[src/rtl/handshake_rx_sync.sv]
// Clocked receive end of a four-phase bundled-data micropipeline: synchronises req_in,
// captures data into a show-ahead FIFO, returns ack_out. Optional checker: HANDSHAKE_RX_PROTO_CHECK_EN.
module handshake_rx_sync #(
    parameter int DATA_WIDTH  = 3,
    parameter int SYNC_STAGES = 2,
    parameter int DEPTH       = 4,
    localparam int CW = $clog2(DEPTH + 1),
    localparam int AW = $clog2(DEPTH)
) (
    input  logic                  clk,
    input  logic                  rst,
    input  logic                  req_in,
    input  logic [DATA_WIDTH-1:0] data_in,
    output logic                  ack_out,
    output logic                  m_valid,
    input  logic                  m_ready,
    output logic [DATA_WIDTH-1:0] m_data,
    output logic [CW-1:0]         count,
    output logic                  proto_err
);

    typedef enum logic {IDLE, ACK_HI} state_t;

    state_t                              state;
    logic [SYNC_STAGES-1:0]              sync_q;
    logic                                req_s;
    logic [DEPTH-1:0][DATA_WIDTH-1:0]    mem;
    logic [AW-1:0]                       wr_ptr;
    logic [AW-1:0]                       rd_ptr;
    logic                                full;
    logic                                wr_en;
    logic                                rd_en;

    // req_in is asynchronous: only the last synchroniser flop feeds the FSM
    always_ff @(posedge clk or posedge rst) begin
        if (rst) sync_q <= '0;
        else     sync_q <= {sync_q[SYNC_STAGES-2:0], req_in};
    end

    assign req_s   = sync_q[SYNC_STAGES-1];
    assign full    = (count == CW'(DEPTH));
    assign m_valid = (count != '0);
    assign m_data  = mem[rd_ptr];
    assign wr_en   = (state == IDLE) && req_s && !full;
    assign rd_en   = m_valid && m_ready;

    always_ff @(posedge clk or posedge rst) begin
        if (rst) begin
            state   <= IDLE;
            ack_out <= 1'b0;
        end else begin
            case (state)
                IDLE: if (req_s && !full) begin
                    state   <= ACK_HI;
                    ack_out <= 1'b1;
                end
                ACK_HI: if (!req_s) begin
                    state   <= IDLE;
                    ack_out <= 1'b0;
                end
                default: begin
                    state   <= IDLE;
                    ack_out <= 1'b0;
                end
            endcase
        end
    end

    // Full is judged on the pre-edge count, so a same-edge read never frees room for a write
    always_ff @(posedge clk or posedge rst) begin
        if (rst) begin
            mem    <= '0;
            wr_ptr <= '0;
            rd_ptr <= '0;
            count  <= '0;
        end else begin
            if (wr_en) begin
                mem[wr_ptr] <= data_in;
                wr_ptr      <= wr_ptr + AW'(1);
            end
            if (rd_en) rd_ptr <= rd_ptr + AW'(1);
            case ({wr_en, rd_en})
                2'b10:   count <= count + CW'(1);
                2'b01:   count <= count - CW'(1);
                default: count <= count;
            endcase
        end
    end

`ifdef HANDSHAKE_RX_PROTO_CHECK_EN
    logic                  req_s_d;
    logic                  stall_q;
    logic [DATA_WIDTH-1:0] data_q;
    logic                  stall;

    assign stall = (state == IDLE) && req_s && full;

    always_ff @(posedge clk or posedge rst) begin
        if (rst) begin
            req_s_d   <= 1'b0;
            stall_q   <= 1'b0;
            data_q    <= '0;
            proto_err <= 1'b0;
        end else begin
            req_s_d <= req_s;
            stall_q <= stall;
            data_q  <= data_in;
            if ((state == ACK_HI && req_s && !req_s_d) ||
                (stall && stall_q && data_in != data_q))
                proto_err <= 1'b1;
        end
    end
`else
    assign proto_err = 1'b0;
`endif

endmodule

[config.mk]
export PLATFORM = sky130hd
export DESIGN_NAME = handshake_rx_sync
export DESIGN_NICKNAME = d
export VERILOG_FILES = /design/src/rtl/handshake_rx_sync.sv
export SDC_FILE = /design/constraint.sdc
export NUM_CORES = 1
export LEC_CHECK = 0
export ABC_AREA = 1
export CAP_MARGIN = 30
export CORE_ASPECT_RATIO = 0.75
export CORE_MARGIN = 2
export CORE_UTILIZATION = 40
export CTS_CLUSTER_DIAMETER = 50
export DETAILED_ROUTE_END_ITERATION = 10
export PLACE_DENSITY = 0.75
export SLEW_MARGIN = 20
export SYNTH_ARGS = -nofsm -noshare
export SYNTH_HDL_FRONTEND = slang
export SYNTH_SLANG_ARGS = --single-unit
[constraint.sdc]
create_clock -name clk -period 1.7 [get_ports clk]
set_clock_uncertainty 0.05 [all_clocks]
set_input_delay 0.34 -clock clk [delete_from_list [all_inputs] [get_ports clk]]
set_output_delay 0.34 -clock clk [all_outputs]
set_load 0.03 [all_outputs]
==> summary.log, run 1 <==
qor: setup_path.cp_data_required_time 1.80 ns
qor: final_layout.number_of_antenna_cells_inserted 0
qor: timing.finalSetupViolations 0
qor: job.maxCapViolCount 0
qor: clock_tree.cts.sink_count 23
qor: yosys.arithmetic_cell_share_of_the_synthesized_area_counting_full_adders_half_adders_and_majority_gates 0.06992
qor: final_layout.multi_input_area 571.8 µm²
qor: yosys.postSynthCellCount 139
qor: global_routing.total_routing_usage_reported_by_global_routing 0.1596
qor: place.number_of_buffer_cells_added_on_primary_ports 14
qor: floorplan.start_util 0.4113
qor: global_routing.grt_first_pass_wirelength 4050 µm
qor: yosys.combinational_family_with_the_most_area_after_synthesis simple AND/OR/NAND/NOR gates
qor: power.power.share.sequential 0.343
qor: clock_tree.root_buffer sky130_fd_sc_hd__clkbuf_8
qor: timing.period_minus_ws_final 1.683 ns
qor: clock_tree.cts-buffers-inserted 3
qor: setup_path.critPathSlowestCell sky130_fd_sc_hd__dfrtp_2
qor: yosys.post-synth-top-area-cell sky130_fd_sc_hd__dfrtp_1
qor: hold_path.hold_path_class reg2reg
qor: place.place_worst_setup_slack -0.2047 ns
qor: power.p_leak 0.7762 nW
qor: timing.layout_setup_ws 0.01684 ns
qor: yosys.post-synth-top-count-cell sky130_fd_sc_hd__nand2_1
qor: place.place_area 1428 µm²
qor: setup_path.critical_path_peak_fanout 3
qor: drt.routedWlPerCell 11.49 µm
qor: yosys.synth_xor_area_frac 0.007415
qor: yosys.synthDistinctLibCells 17
qor: place.place.detailed.hpwl 1746 µm
qor: final_layout.fill_cells 275
qor: place.place_congestion 0.8139
qor: drt.drt_wl_total 2333 µm
qor: setup_path.max_stage_delay 0.44 ns
qor: global_routing.first_global_vias 950
qor: global_routing.globalRouteOverflowTotal 0
qor: power.power.clock.fraction 0.108
qor: clock_tree.postCtsHoldBufs 0
qor: power.power.share.switching 0.4548
qor: drt.ant_nets 0
qor: yosys.yosysWarnings 0
qor: yosys.mappedNetlistArea 1181 µm²
qor: yosys.synth-simple-area-share 0.3072
qor: setup_path.worst_setup_path_start_kind flip-flop
qor: final_layout.layoutNonFillerInstCount 203
qor: floorplan.boundaryPins 16
qor: floorplan.placementRows 17
qor: floorplan.fp.coreArea 2872 µm²
qor: place.placed_cells 195
qor: clock_tree.path_clk_slew 0.08 ns
qor: floorplan.die_x 66.75 µm
qor: power.switching_power_total 0.001387 W
qor: floorplan.die_area 3408 µm²
qor: yosys.syn_area_per_cell 8.497 µm²
qor: clock_tree.clk_latency 0.26 ns
qor: final_layout.drive_gt1_frac 0.2485
qor: setup_path.crit_path_cell_trace nor2_4 > nand2_4 > nand2_4 > ha_4 > inv_2 > fa_2 > nand2_2 > nand3_1 > nand2_1 > nand2_1
qor: timing.timing_max_transition_violations_final 0
qor: yosys.synth.area.mux_share 0
qor: drt.num_vias 989
qor: yosys.synth.cells.most_frequent 44 x sky130_fd_sc_hd__nand2_1, 23 x sky130_fd_sc_hd__dfrtp_1, 14 x sky130_fd_sc_hd__inv_1
qor: yosys.ys.flop_type sky130_fd_sc_hd__dfrtp_1
qor: setup_path.cp_data_arrival_time 1.78 ns
qor: timing.fmax 594.1 MHz
qor: yosys.synth_compound_area_frac 0.05085
qor: setup_path.cp-end-kind flip-flop
qor: clock_tree.clock_tree_from_tritoncts yes
qor: yosys.synth_top_cells_by_area sky130_fd_sc_hd__dfrtp_1 49%, sky130_fd_sc_hd__nand2_1 14%, sky130_fd_sc_hd__nand4_1 6.9%
qor: drt.via_per_inst 4.872
qor: clock_tree.h-tree-depth 1
qor: timing.fin_crit_sh 0.9901
qor: setup_path.timing_worst_setup_path_type reg2reg
qor: final_layout.fin_area 1518 µm²
qor: power.vdd.ir_drop.worst 0.6487 mV
qor: yosys.netlist.area_leader.share 0.4873
qor: power.comb_power_share 0.550
qor: drt.drc_violation_total_after_the_first_tritonroute_iteration 27
qor: power.power_density 2009 nW/µm²
qor: status.result_of_the_run complete, no violations
qor: power.cell_internal_pwr 0.001662 W
qor: yosys.synthArstFlopShare 1.000
qor: floorplan.chipHeight 51.06 µm
qor: yosys.synth_edf_count 0
qor: drt.drt_pre_antenna_iters 4
qor: yosys.synth.ff_latch_count 23
qor: global_routing.antenna_found_initial 0
qor: timing.rsz0062_at_grt yes
qor: final_layout.sequential_cell_area 580.6 µm²
qor: yosys.seq_area_frac_synth 0.4873
qor: final_layout.area_growth 28.50%
qor: timing.final-hold-violation-count 0
qor: clock_tree.ctsLongestPathBuffers 2
qor: yosys.synth_nets 152
qor: global_routing.grt_start_max_net_pins 24
qor: final_layout.finish.net_count 179
qor: final_layout.finish.utilization 0.5285
qor: drt.post-route-drc-count 0
## power by group through the flow
| stage | combinational (W) | clock (W) | sequential (W) |
|---|---|---|---|
| after floorplan | 0.00106 | 0 | 0.00107 |
| after global placement | 0.00152 | 0 | 0.00104 |
| after detailed placement | 0.00158 | 0 | 0.00105 |
| after CTS | 0.00155 | 0.000340 | 0.00104 |
| after global routing | 0.00187 | 0.000367 | 0.00108 |
| final | 0.00168 | 0.000329 | 0.00104 |
## state kept, by name, indices dropped and copies added, names as in the netlist
signal	cells
mem	12
count	3
sync_q	2
ack_out	1
state	1
rd_ptr	2
wr_ptr	2
## cells by family (layout without fill, tap and decap cells)
kind of cell             after synthesis  count (layout)
XOR/XNOR                               1               1
adder cells (fa/ha/maj)                6               6
AO/OA/AOI/OAI                         12              12
AND/OR/NAND/NOR                       78              78
other                                  1               1
buffers and inverters                 18              44
flip-flops                            23              23
## critical path: cells and delay by family, from the launching register on
kind | cells | cell delay [ns]
DFF | 1 | 0.44
adders and majority gates | 2 | 0.48
buffers and inverters | 1 | 0.04
and+or+nand+nor | 7 | 0.56
## worst paths after layout
| kind | end | slack (ns) | cells past startpoint | from |
|---|---|---|---|---|
| max | count[2]$_DFFE_PP0P_ | 0.02 | 10 | count[1]$_DFFE_PP0P_ |
| min | sync_q[1]$_DFF_PP0_ | 0.31 | 0 | sync_q[0]$_DFF_PP0_ |
| max reg2reg | count[2]$_DFFE_PP0P_ | 0.02 | 10 | count[1]$_DFFE_PP0P_ |
| min reg2reg | sync_q[1]$_DFF_PP0_ | 0.31 | 0 | sync_q[0]$_DFF_PP0_ |
| max in group asynchronous | count[2]$_DFFE_PP0P_ | 1.00 | 3 | rst |
| min in group asynchronous | mem[6]$_DFFE_PP0P_ | 0.35 | 3 | rst |
## final cells by class
cell class	instances	area share
Sequential cell	23	0.3825
Multi-Input combinational cell	98	0.3768
Timing Repair Buffer	26	0.1426
Inverter	14	0.03627
Tap cell	38	0.03133
Clock buffer	3	0.02721
Clock inverter	1	0.003298
## metal layers
| layer | global-route usage | wire [µm] |
|---|---|---|
| met1 | 0.2020 | 1044 |
| met2 | 0.2567 | 1167 |
| met3 | 0.04626 | 84 |
| met4 | 0.06463 | 37 |
| met5 | 0 | 0 |
## cell usage in the layout (no fill, tap or decap), drive strengths merged
cell type / netlist / layout
nand2: 45 / 45
dfrtp: 23 / 23
buf: 4 / 15
inv: 14 / 14
nand4: 13 / 13
o21ai: 12 / 12
nor2: 11 / 11
nand3: 9 / 9
clkdlybuf4s50: 0 / 6
ha: 5 / 5
clkbuf: 0 / 4
dlygate4sd2: 0 / 3
xnor2: 1 / 1
fa: 1 / 1
conb: 1 / 1
clkinv: 0 / 1
dlymetal6s2s: 0 / 1
## metrics by stage
| step | total power [W] | hold slack, ns | TNS, ns |
|---|---|---|---|
| after floorplan | 0.002131 | 0.2812 | -0.1462 |
| after global placement | 0.002552 | 0.2860 | -0.2841 |
| after detailed placement | 0.002630 | 0.2936 | -0.3886 |
| after CTS | 0.002936 | 0.3113 | 0 |
| after global routing | 0.003322 | 0.3117 | -0.1482 |
| final | 0.003049 | 0.3066 | 0 |
## timing repair
item                       4_1_cts  5_1_grt
setup endpoints to repair        9        7
buffers inserted                 0        4
gates resized for setup          6       11
pin swaps                        1        0
(Power assumes the default switching activity.)
==> run 2: changes to the inputs <==
--- a/config.mk
+++ b/config.mk
@@ -13,6 +13,7 @@
 export CTS_CLUSTER_DIAMETER = 50
 export DETAILED_ROUTE_END_ITERATION = 10
 export PLACE_DENSITY = 0.75
+export REMOVE_ABC_BUFFERS = 1
 export SLEW_MARGIN = 20
 export SYNTH_ARGS = -nofsm -noshare
 export SYNTH_HDL_FRONTEND = slang
==> summary.log, run 2 (synthesis results as in run 1) <==
qor: status.result_of_the_run complete, but fails checks
qor: status.violations setup timing
qor: global_routing.grt_start_max_net_pins 24
qor: setup_path.crit-reg2reg-launch count[1]$_DFFE_PP0P_
qor: final_layout.registers_with_the_most_flip_flops mem x12, count x3
qor: floorplan.placementRows 17
qor: drt.drt_wl_total 2555 µm
qor: clock_tree.root_buffer sky130_fd_sc_hd__clkbuf_8
qor: power.total_power 0.003106 W
qor: drt.drc_violation_total_after_the_first_tritonroute_iteration 27
qor: final_layout.area_growth 29.77%
qor: timing.rsz0062_at_grt yes
qor: floorplan.die_area 3408 µm²
qor: setup_path.cp-end-kind flip-flop
qor: setup_path.regToRegSetupSlack -0.03 ns
qor: drt.via_per_inst 4.956
qor: power.vdd.ir_drop.worst 0.6226 mV
qor: final_layout.fill_cells 276
qor: timing.fin_crit_sh 1.017
qor: place.place_worst_setup_slack -0.3443 ns
qor: global_routing.antenna_found_initial 0
qor: hold_path.worst_hold_startpoint sync_q[0]$_DFF_PP0_
qor: drt.ant_nets 0
qor: clock_tree.clk_latency 0.27 ns
qor: floorplan.boundaryPins 16
qor: setup_path.cp_data_arrival_time 1.84 ns
qor: power.power_density 2027 nW/µm²
qor: setup_path.worst_setup_path_start_kind flip-flop
qor: timing.layout_setup_ws -0.02967 ns
qor: final_layout.finish.net_count 181
qor: final_layout.layoutNonFillerInstCount 205
qor: setup_path.crit_path_cell_trace nor2_4 > nand2_4 > nand2_4 > ha_4 > inv_4 > fa_2 > inv_2 > nand2_2 > nand4_1 > nand2_1
qor: job.maxCapViolCount 0
qor: floorplan.die_x 66.75 µm
qor: final_layout.mostFrequentLayoutCell sky130_fd_sc_hd__nand2_1
qor: hold_path.worst_hold_path.num_cells 0
qor: setup_path.critical_path_peak_fanout 2
qor: final_layout.drive_gt1_frac 0.2395
qor: floorplan.start_util 0.4113
qor: setup_path.timing_worst_setup_path_type reg2reg
qor: final_layout.register_name_with_the_most_flops mem
qor: timing.finalSetupViolations 3
qor: place.number_of_buffer_cells_added_on_primary_ports 14
qor: setup_path.r2r_end count[2]$_DFFE_PP0P_
qor: clock_tree.postCtsHoldBufs 0
qor: hold_path.hold_path_class reg2reg
qor: global_routing.globalRouteOverflowTotal 0
qor: global_routing.first_global_vias 975
qor: clock_tree.cts-buffers-inserted 3
qor: setup_path.worst_r2r_path_depth 10
qor: clock_tree.clock_tree_from_tritoncts yes
qor: floorplan.chipHeight 51.06 µm
qor: place.place_congestion 0.8167
qor: final_layout.number_of_antenna_cells_inserted 0
qor: floorplan.fp.coreArea 2872 µm²
qor: global_routing.total_routing_usage_reported_by_global_routing 0.1732
qor: timing.final-hold-violation-count 0
qor: place.place.detailed.hpwl 1857 µm
qor: clock_tree.path_clk_slew 0.08 ns
qor: clock_tree.cts.sink_count 23
qor: setup_path.cp_data_required_time 1.81 ns
qor: place.placed_cells 197
qor: drt.post-route-drc-count 0
qor: drt.routedWlPerCell 12.46 µm
qor: setup_path.max_stage_delay 0.43 ns
qor: timing.fmax 578.1 MHz
qor: hold_path.timing.hold.worst_endpoint sync_q[1]$_DFF_PP0_
qor: power.p_leak 0.7837 nW
qor: clock_tree.ctsLongestPathBuffers 2
qor: clock_tree.h-tree-depth 1
qor: setup_path.critPathSlowestCell sky130_fd_sc_hd__dfrtp_1
qor: final_layout.largest_register_ffs 12
qor: setup_path.critPathMostFrequentCell sky130_fd_sc_hd__nand2_4
qor: final_layout.layout_common_cells 39 x sky130_fd_sc_hd__nand2_1, 22 x sky130_fd_sc_hd__dfrtp_1, 16 x sky130_fd_sc_hd__buf_4, 13 x sky130_fd_sc_hd__nand4_1, 9 x sky130_fd_sc_hd__inv_1
qor: timing.period_minus_ws_final 1.730 ns
qor: drt.drt_pre_antenna_iters 4
qor: global_routing.grt_first_pass_wirelength 4353 µm
qor: timing.timing_max_transition_violations_final 0
qor: drt.num_vias 1,016
run 2: changes by cell type in the layout (fill, tap and decap cells not counted), moves of 2 or more:
cell	delta
sky130_fd_sc_hd__dfrtp_1	+3
sky130_fd_sc_hd__dfrtp_2	-3
sky130_fd_sc_hd__nand2_2	+3
sky130_fd_sc_hd__nand2_4	-2
sky130_fd_sc_hd__o21ai_1	+2
run 2: where the power goes:
group / internal [W] / leakage (nW) / switching [W] / total (W)
combinational: 0.000719 / 0.482 / 0.00102 / 0.00174
sequential: 0.000805 / 0.276 / 0.000227 / 0.00103
clock: 0.000164 / 0.0255 / 0.000171 / 0.000335
run 2: layout make-up:
cell class	instances	area [µm²]	area share
inverter	14	57.56	0.03755
clock buffer	3	41.29	0.02694
sequential	23	576.8	0.3763
timing repair buffer	28	239.0	0.1559
tap	38	47.55	0.03102
multi-input combinational	98	565.5	0.3690
clock inverter	1	5.005	0.003265
run 2: per-layer routing:
layer,track usage,up-vias,share of wire
met2,0.2850,14,0.49
li1,-,509,-
met5,0,-,0
met3,0.05066,4,0.036
met1,0.2219,489,0.46
met4,0.05102,0,0.011
run 2: worst max-delay path: cells and delay by family (launching register included):
family / cells / cell delay, ns
and+or+nand+nor: 6 / 0.52
adders and majority gates: 2 / 0.52
DFF: 1 / 0.43
buffers and inverters: 2 / 0.11
run 2: repair_timing:
| item | in CTS | in global routing |
|---|---|---|
| setup buffers | 1 | 3 |
| setup endpoints to repair | 9 | 7 |
| pin swaps | 0 | 10 |
| gates resized for setup | 7 | 26 |
run 2: worst max path at each step:
stage / start / endpoint / cells past startpoint
CTS: count[1]$_DFFE_PP0P_ / count[2]$_DFFE_PP0P_ / 11
detailed placement: m_ready / count[2]$_DFFE_PP0P_ / 10
global placement: m_ready / count[2]$_DFFE_PP0P_ / 10
floorplan: count[2]$_DFFE_PP0P_ / count[2]$_DFFE_PP0P_ / 11
global route: count[1]$_DFFE_PP0P_ / count[2]$_DFFE_PP0P_ / 11
finish: count[1]$_DFFE_PP0P_ / count[2]$_DFFE_PP0P_ / 10
run 2: per-stage QoR:
stage / TNS (ns) / hold slack (ns) / cell area [µm²] / util
4_1_cts: -0.1779 / 0.3159 / 1456 / 0.5072
3_5_place_dp: -0.5579 / 0.2979 / 1401 / 0.4880
6_report: -0.04616 / 0.3146 / 1533 / 0.5338
3_3_place_gp: -0.4331 / 0.2839 / 1401 / 0.4880
2_1_floorplan: -1.051 / 0.2812 / 1146 / -
5_1_grt: -0.2461 / 0.3349 / 1533 / 0.5338
==> run 3: changes to the inputs <==
--- a/config.mk
+++ b/config.mk
@@ -6,6 +6,7 @@
 export NUM_CORES = 1
 export LEC_CHECK = 0
 export ABC_AREA = 1
+export ABC_CLOCK_PERIOD_IN_PS = 1700
 export CAP_MARGIN = 30
 export CORE_ASPECT_RATIO = 0.75
 export CORE_MARGIN = 2
==> results of run 3 <==
Same layout as run 2: the final DEF is identical, and so are final timing and power.
